## src/rtl/dds_phase_gen.sv

```systemverilog
// DDS phase generator: phase accumulator plus phase offset; the top address
// bits drive the waveform ROM. Frequency/phase updates are held in a shadow
// and applied at the accumulator wrap.
// Optional feature: define DDS_PHASE_DITHER_EN to add LFSR dither before
// the address truncation.
module dds_phase_gen #(
  parameter int unsigned ACC_W  = 32,
  parameter int unsigned ADDR_W = 10
) (
  input  logic              clk,
  input  logic              rst_n,
  input  logic              enable,
  input  logic              cfg_valid,
  output logic              cfg_ready,
  input  logic [ACC_W-1:0]  cfg_freq_word,
  input  logic [ACC_W-1:0]  cfg_phase_off,
  output logic [ADDR_W-1:0] rom_addr,
  output logic              addr_valid,
  output logic              wrap_pulse
);

  typedef enum logic [1:0] {
    S_IDLE,
    S_RUN,
    S_PENDING
  } state_t;

  state_t              r_state;
  state_t              w_state_nxt;
  logic [ACC_W-1:0]    r_acc;
  logic [ACC_W-1:0]    r_fw;
  logic [ACC_W-1:0]    r_off;
  logic [ACC_W-1:0]    r_sh_fw;
  logic [ACC_W-1:0]    r_sh_off;
  logic [ADDR_W-1:0]   r_rom_addr;
  logic                r_addr_valid;
  logic                r_wrap;

  logic                w_run;
  logic                w_accept;
  logic [ACC_W:0]      w_sum;
  logic                w_carry;
  logic [ACC_W-1:0]    w_phase;
  logic [ADDR_W-1:0]   w_addr;
  logic                w_load_cfg;
  logic                w_load_sh;
  logic                w_apply_sh;

  assign w_run    = (r_state != S_IDLE) && enable;
  assign w_accept = cfg_valid && cfg_ready;
  assign w_sum    = {1'b0, r_acc} + {1'b0, r_fw};
  assign w_carry  = w_sum[ACC_W];

`ifdef DDS_PHASE_DITHER_EN
  localparam int unsigned DW = ((ACC_W - ADDR_W) > 16) ? 16 : (ACC_W - ADDR_W);

  logic [15:0]      r_lfsr;
  logic             w_lfsr_fb;
  logic [ACC_W-1:0] w_dith;

  assign w_lfsr_fb = r_lfsr[15] ^ r_lfsr[14] ^ r_lfsr[12] ^ r_lfsr[3];
  assign w_dith    = ACC_W'(r_lfsr[DW-1:0]);
  assign w_phase   = r_acc + r_off + w_dith;

  // Dither LFSR advances only while the accumulator runs
  always_ff @(posedge clk or negedge rst_n) begin
    if (!rst_n) begin
      r_lfsr <= 16'hACE1;
    end else if (w_run) begin
      r_lfsr <= {r_lfsr[14:0], w_lfsr_fb};
    end
  end
`else
  assign w_phase = r_acc + r_off;
`endif

  // Shift rather than slice so every bit of the phase sum is consumed
  assign w_addr = ADDR_W'(w_phase >> (ACC_W - ADDR_W));

  // Config handshake is only blocked while a shadow update is waiting
  always_comb begin
    cfg_ready = (r_state != S_PENDING);
  end

  // Next-state and config-routing decisions
  always_comb begin
    w_state_nxt = r_state;
    w_load_cfg  = 1'b0;
    w_load_sh   = 1'b0;
    w_apply_sh  = 1'b0;
    case (r_state)
      S_IDLE: begin
        w_load_cfg = w_accept;
        if (enable) w_state_nxt = S_RUN;
      end
      S_RUN: begin
        if (!enable) begin
          w_load_cfg  = w_accept;
          w_state_nxt = S_IDLE;
        end else if (w_accept) begin
          w_load_sh   = 1'b1;
          w_state_nxt = S_PENDING;
        end
      end
      S_PENDING: begin
        if (!enable) begin
          w_apply_sh  = 1'b1;
          w_state_nxt = S_IDLE;
        end else if (w_carry || (r_fw == '0)) begin
          w_apply_sh  = 1'b1;
          w_state_nxt = S_RUN;
        end
      end
      default: w_state_nxt = S_IDLE;
    endcase
  end

  // State register
  always_ff @(posedge clk or negedge rst_n) begin
    if (!rst_n) r_state <= S_IDLE;
    else        r_state <= w_state_nxt;
  end

  // Active and shadow frequency/offset registers
  always_ff @(posedge clk or negedge rst_n) begin
    if (!rst_n) begin
      r_fw     <= '0;
      r_off    <= '0;
      r_sh_fw  <= '0;
      r_sh_off <= '0;
    end else begin
      if (w_load_cfg) begin
        r_fw  <= cfg_freq_word;
        r_off <= cfg_phase_off;
      end else if (w_apply_sh) begin
        r_fw  <= r_sh_fw;
        r_off <= r_sh_off;
      end
      if (w_load_sh) begin
        r_sh_fw  <= cfg_freq_word;
        r_sh_off <= cfg_phase_off;
      end
    end
  end

  // Accumulator and registered ROM-side outputs; rom_addr holds when idle
  always_ff @(posedge clk or negedge rst_n) begin
    if (!rst_n) begin
      r_acc        <= '0;
      r_rom_addr   <= '0;
      r_addr_valid <= 1'b0;
      r_wrap       <= 1'b0;
    end else if (w_run) begin
      r_acc        <= w_sum[ACC_W-1:0];
      r_rom_addr   <= w_addr;
      r_addr_valid <= 1'b1;
      r_wrap       <= w_carry;
    end else begin
      r_acc        <= '0;
      r_addr_valid <= 1'b0;
      r_wrap       <= 1'b0;
    end
  end

  assign rom_addr   = r_rom_addr;
  assign addr_valid = r_addr_valid;
  assign wrap_pulse = r_wrap;

endmodule

```

## config.mk

```make
export PLATFORM = sky130hd
export DESIGN_NAME = dds_phase_gen
export DESIGN_NICKNAME = d
export VERILOG_FILES = /design/src/rtl/dds_phase_gen.sv
export SDC_FILE = /design/constraint.sdc
export NUM_CORES = 1
export LEC_CHECK = 0
export ABC_AREA = 1
export CORE_AREA = 2 2 208 128
export DETAILED_ROUTE_END_ITERATION = 8
export DIE_AREA = 0 0 210 130
export GPL_TIMING_DRIVEN = 0
export SYNTH_ARGS = -nofsm -noshare
export SYNTH_HDL_FRONTEND = slang
export SYNTH_SLANG_ARGS = --single-unit
export TNS_END_PERCENT = 30
```

## constraint.sdc

```tcl
create_clock -name clk -period 6.2 [get_ports clk]
set_input_delay 1.24 -clock clk [delete_from_list [all_inputs] [get_ports clk]]
set_output_delay 1.24 -clock clk [all_outputs]
set_load 0.01 [all_outputs]
```

==> reports/metrics.yaml <==
tightest_slew_ns: 0.796
ys_seq_area_frac: 0.384
ctsResizeCount: 0
portBuffers: 80
ys_seq_elements: 174
fp.dieW_um: 210
finalNonFillerCells: 2002
clock_path_buffers: 2
synth_cell_types: 37
drt_pass1_iterations: 5
cts-buffers-inserted: 17
setup-violations-final: 0
drt_iter0_drc: 1044
core_um2: 25700
fp.dieArea_um2: 27300
fp-row-count: 46
grt_use_met2: 0.321
synth_compound_area_frac: 0.131
worstSetupPathType: "reg -> out"
hold_path_class: "reg -> reg"
wl_per_cell_um: 16.7
grt_pass1_vias: 9125
status: "finished clean"
yosys-top-cells-area: "dfrtp_1 (38%), nand2_1 (17%), o21ai_0 (7.9%), ha_1 (6.8%), nand3_2 (5.5%)"
fp.dieH_um: 130
ys.flop_type: "dfrtp_1"
hold_viol: 0
period_share: 0.497
ctsHoldBuffers: 0
cts.htree.levels: 4
clkSinkCount: 174
yosysWarningCount: 0
synth_area_um2: 11300
fillers: 2544
syn_nets: 1684
io_pins: 81
avgSynthCellArea_um2: 7.30
drive_above_1_share: 0.0858
clk_transition_reported_paths_ns: 0.07
fin_nets: 1784
grt_max_degree: 121
cap_violations: 0
gr-total-overflow: 0
drc_errors: 0
start_util: 0.441
async_flop_share: 1.00
antenna_left: 0
vdd_drop_max_uv: 197
antenna_found_initial: 0
cp_slowest_stage_delay_ns: 0.49
yosys.area_share.simple: 0.324
cts_setup_buffers: 0
dpl-instance-area_um2: 12600
syn_to_final_growth_pct: 16.7
synthMuxAreaShare: 0
finalPower_mw: 4.54
synth_top_cell_area_share: 0.384
path_max_fanout: 4
timing.setup.tns_ns: 0
relSlewSlack: 0.466
synth_xor_area_frac: 0.00155
synth_edf_count: 0
via_per_inst: 5.19
clockRootBuffer: "clkbuf_16"
place_hpwl_mm: 26.4
grt_pass1_wl_mm: 51.9
finalCriticalPeriod_ns: 3.08
rsz0062_at_grt: "false"
place_congestion: 0.957
finalInstanceArea_um2: 13200
p_leak_nw: 6.90
p_per_area_nw_per_um2: 343
track_usage: 0.253
synth.largest_area_cell: "dfrtp_1"
met1_usage: 0.414
busiest_layer: "met1"
synth_top_family_by_area: "simple AND/OR/NAND/NOR gates"
fin_skew_ns: 0.0109
cp_data_arrival_time_ns: 1.84
via_count: 10393
critPathLaunchType: "register"
met3_usage: 0.0546
fmax_mhz: 325
cp_cell_sequence: "nor2_1 > inv_1 > clkdlybuf4s50_1"
diodes: 0
cts_tree: "yes"
clock_latency_ns: 0.45
synth_adder_area_share: 0.0702
end_kind: "primary output"
cp_data_required_time_ns: 4.96
wl_mm: 33.5
place_inst: 1970
crit_path_top_delay_cell: "clkdlybuf4s50_1"
synth_cells: 1553
slew_viol_final: 0
[area by class of cell]
| type | instances | area, um^2 | share of cell area |
|---|---|---|---|
| inverter | 161 | 604 | 0.0457 |
| clock inverter | 14 | 196 | 0.0149 |
| clock buffer | 18 | 439 | 0.0332 |
| buffer | 53 | 405 | 0.0306 |
| sequential | 174 | 4350 | 0.329 |
| multi-input combinational | 1165 | 5970 | 0.452 |
| timing repair buffer | 81 | 833 | 0.0630 |
| tap | 336 | 420 | 0.0318 |
[sequential cells by signal (all words and copies together), names as in the netlist]
name	cells
r_fw	32
r_sh_off	32
r_acc	32
addr_valid	1
wrap_pulse	1
r_state	2
rom_addr	10
r_sh_fw	32
r_off	32
[layout by cell type (no fill, tap or decap), types with 2 or more instances in the layout]
cell               n
nand2_1          522
o21ai_0          180
dfrtp_1          174
inv_1            158
nor2_1           128
a21oi_1           90
clkdlybuf4s50_1   79
nand3_2           62
ha_1              62
nand3_1           46
clkbuf_1          30
clkbuf_16         17
nor3_1            16
buf_6             12
buf_12             7
nand2_2            6
o21bai_1           6
nand2_4            6
a21o_1             5
nand4_1            4
a21oi_2            4
and3_1             4
inv_6              4
inv_2              3
nor4_1             3
nor2_2             3
nor3b_1            3
nand3b_1           3
bufinv_16          3
inv_8              3
xnor2_1            2
and2_1             2
buf_2              2
buf_1              2
[cell families (layout without fill, tap and decap cells)]
kind of cell               Yosys count  count (layout)
and+or+nand+nor                    812             812
AOI/OAI and AO/OA                  288             288
buffers and inverters              214             327
DFF                                174             174
adders and majority gates           63              63
xor gates and xnor gates             2               2
[stage by stage]
stage	hold WS, ns	worst slack, ns	utilization
after global placement	0.463	-3.62	0.488
after global routing	0.506	3.05	0.514
final	0.479	3.12	0.514
after detailed placement	0.466	2.92	0.489
after CTS	0.484	3.13	0.514
after floorplan	0.453	3.90	-
[cell usage after synthesis, types with 2 or more instances]
master and n:
o21ai_0 180, dfrtp_1 174, nor3b_1 3, nor2_1 128, a21oi_2 4, nand2_1 522, nand2_2 6, nand3_2 62
nor4_1 3, nand2_4 6, buf_6 12, nand3_1 46, and3_1 4, buf_1 2, ha_1 62, a21o_1 5
inv_2 3, nand4_1 4, nor2_2 3, inv_1 158, o21bai_1 6, clkbuf_1 30, nand3b_1 3, nor3_1 16
and2_1 2, buf_12 7, a21oi_1 90, xnor2_1 2, buf_2 2
[path summary, 6_finish.rpt]
path,startpoint,end,slack (ns),cells after the start
max,r_state[0],cfg_ready,3.12,3
min,rom_addr[5],rom_addr[5],0.48,2
max reg2reg,r_fw[22],r_off[20],3.67,12
min reg2reg,rom_addr[5],rom_addr[5],0.48,2
max in group asynchronous,rst_n,r_off[30],4.53,2
min in group asynchronous,rst_n,r_fw[11],0.71,1
[worst max-delay path, delay by kind of cell (launching register included)]
family	cells	cell delay [ns]
buffers and inverters	2	0.58
and+or+nand+nor	1	0.40
DFF	1	0.41
[per-layer routing]
| metal | share of wire | vias to the layer above |
|---|---|---|
| met2 | 0.36 | 328 |
| met5 | 0 | - |
| met4 | 0.017 | 0 |
| met3 | 0.079 | 39 |
| li1 | - | 5221 |
| met1 | 0.54 | 4805 |
[report_power, final]
group          internal [mW]  switching [mW]
logic                  0.607           0.938
clock network          0.662           0.522
registers               1.46           0.353
No activity file was read; power rests on OpenSTA's default activity.
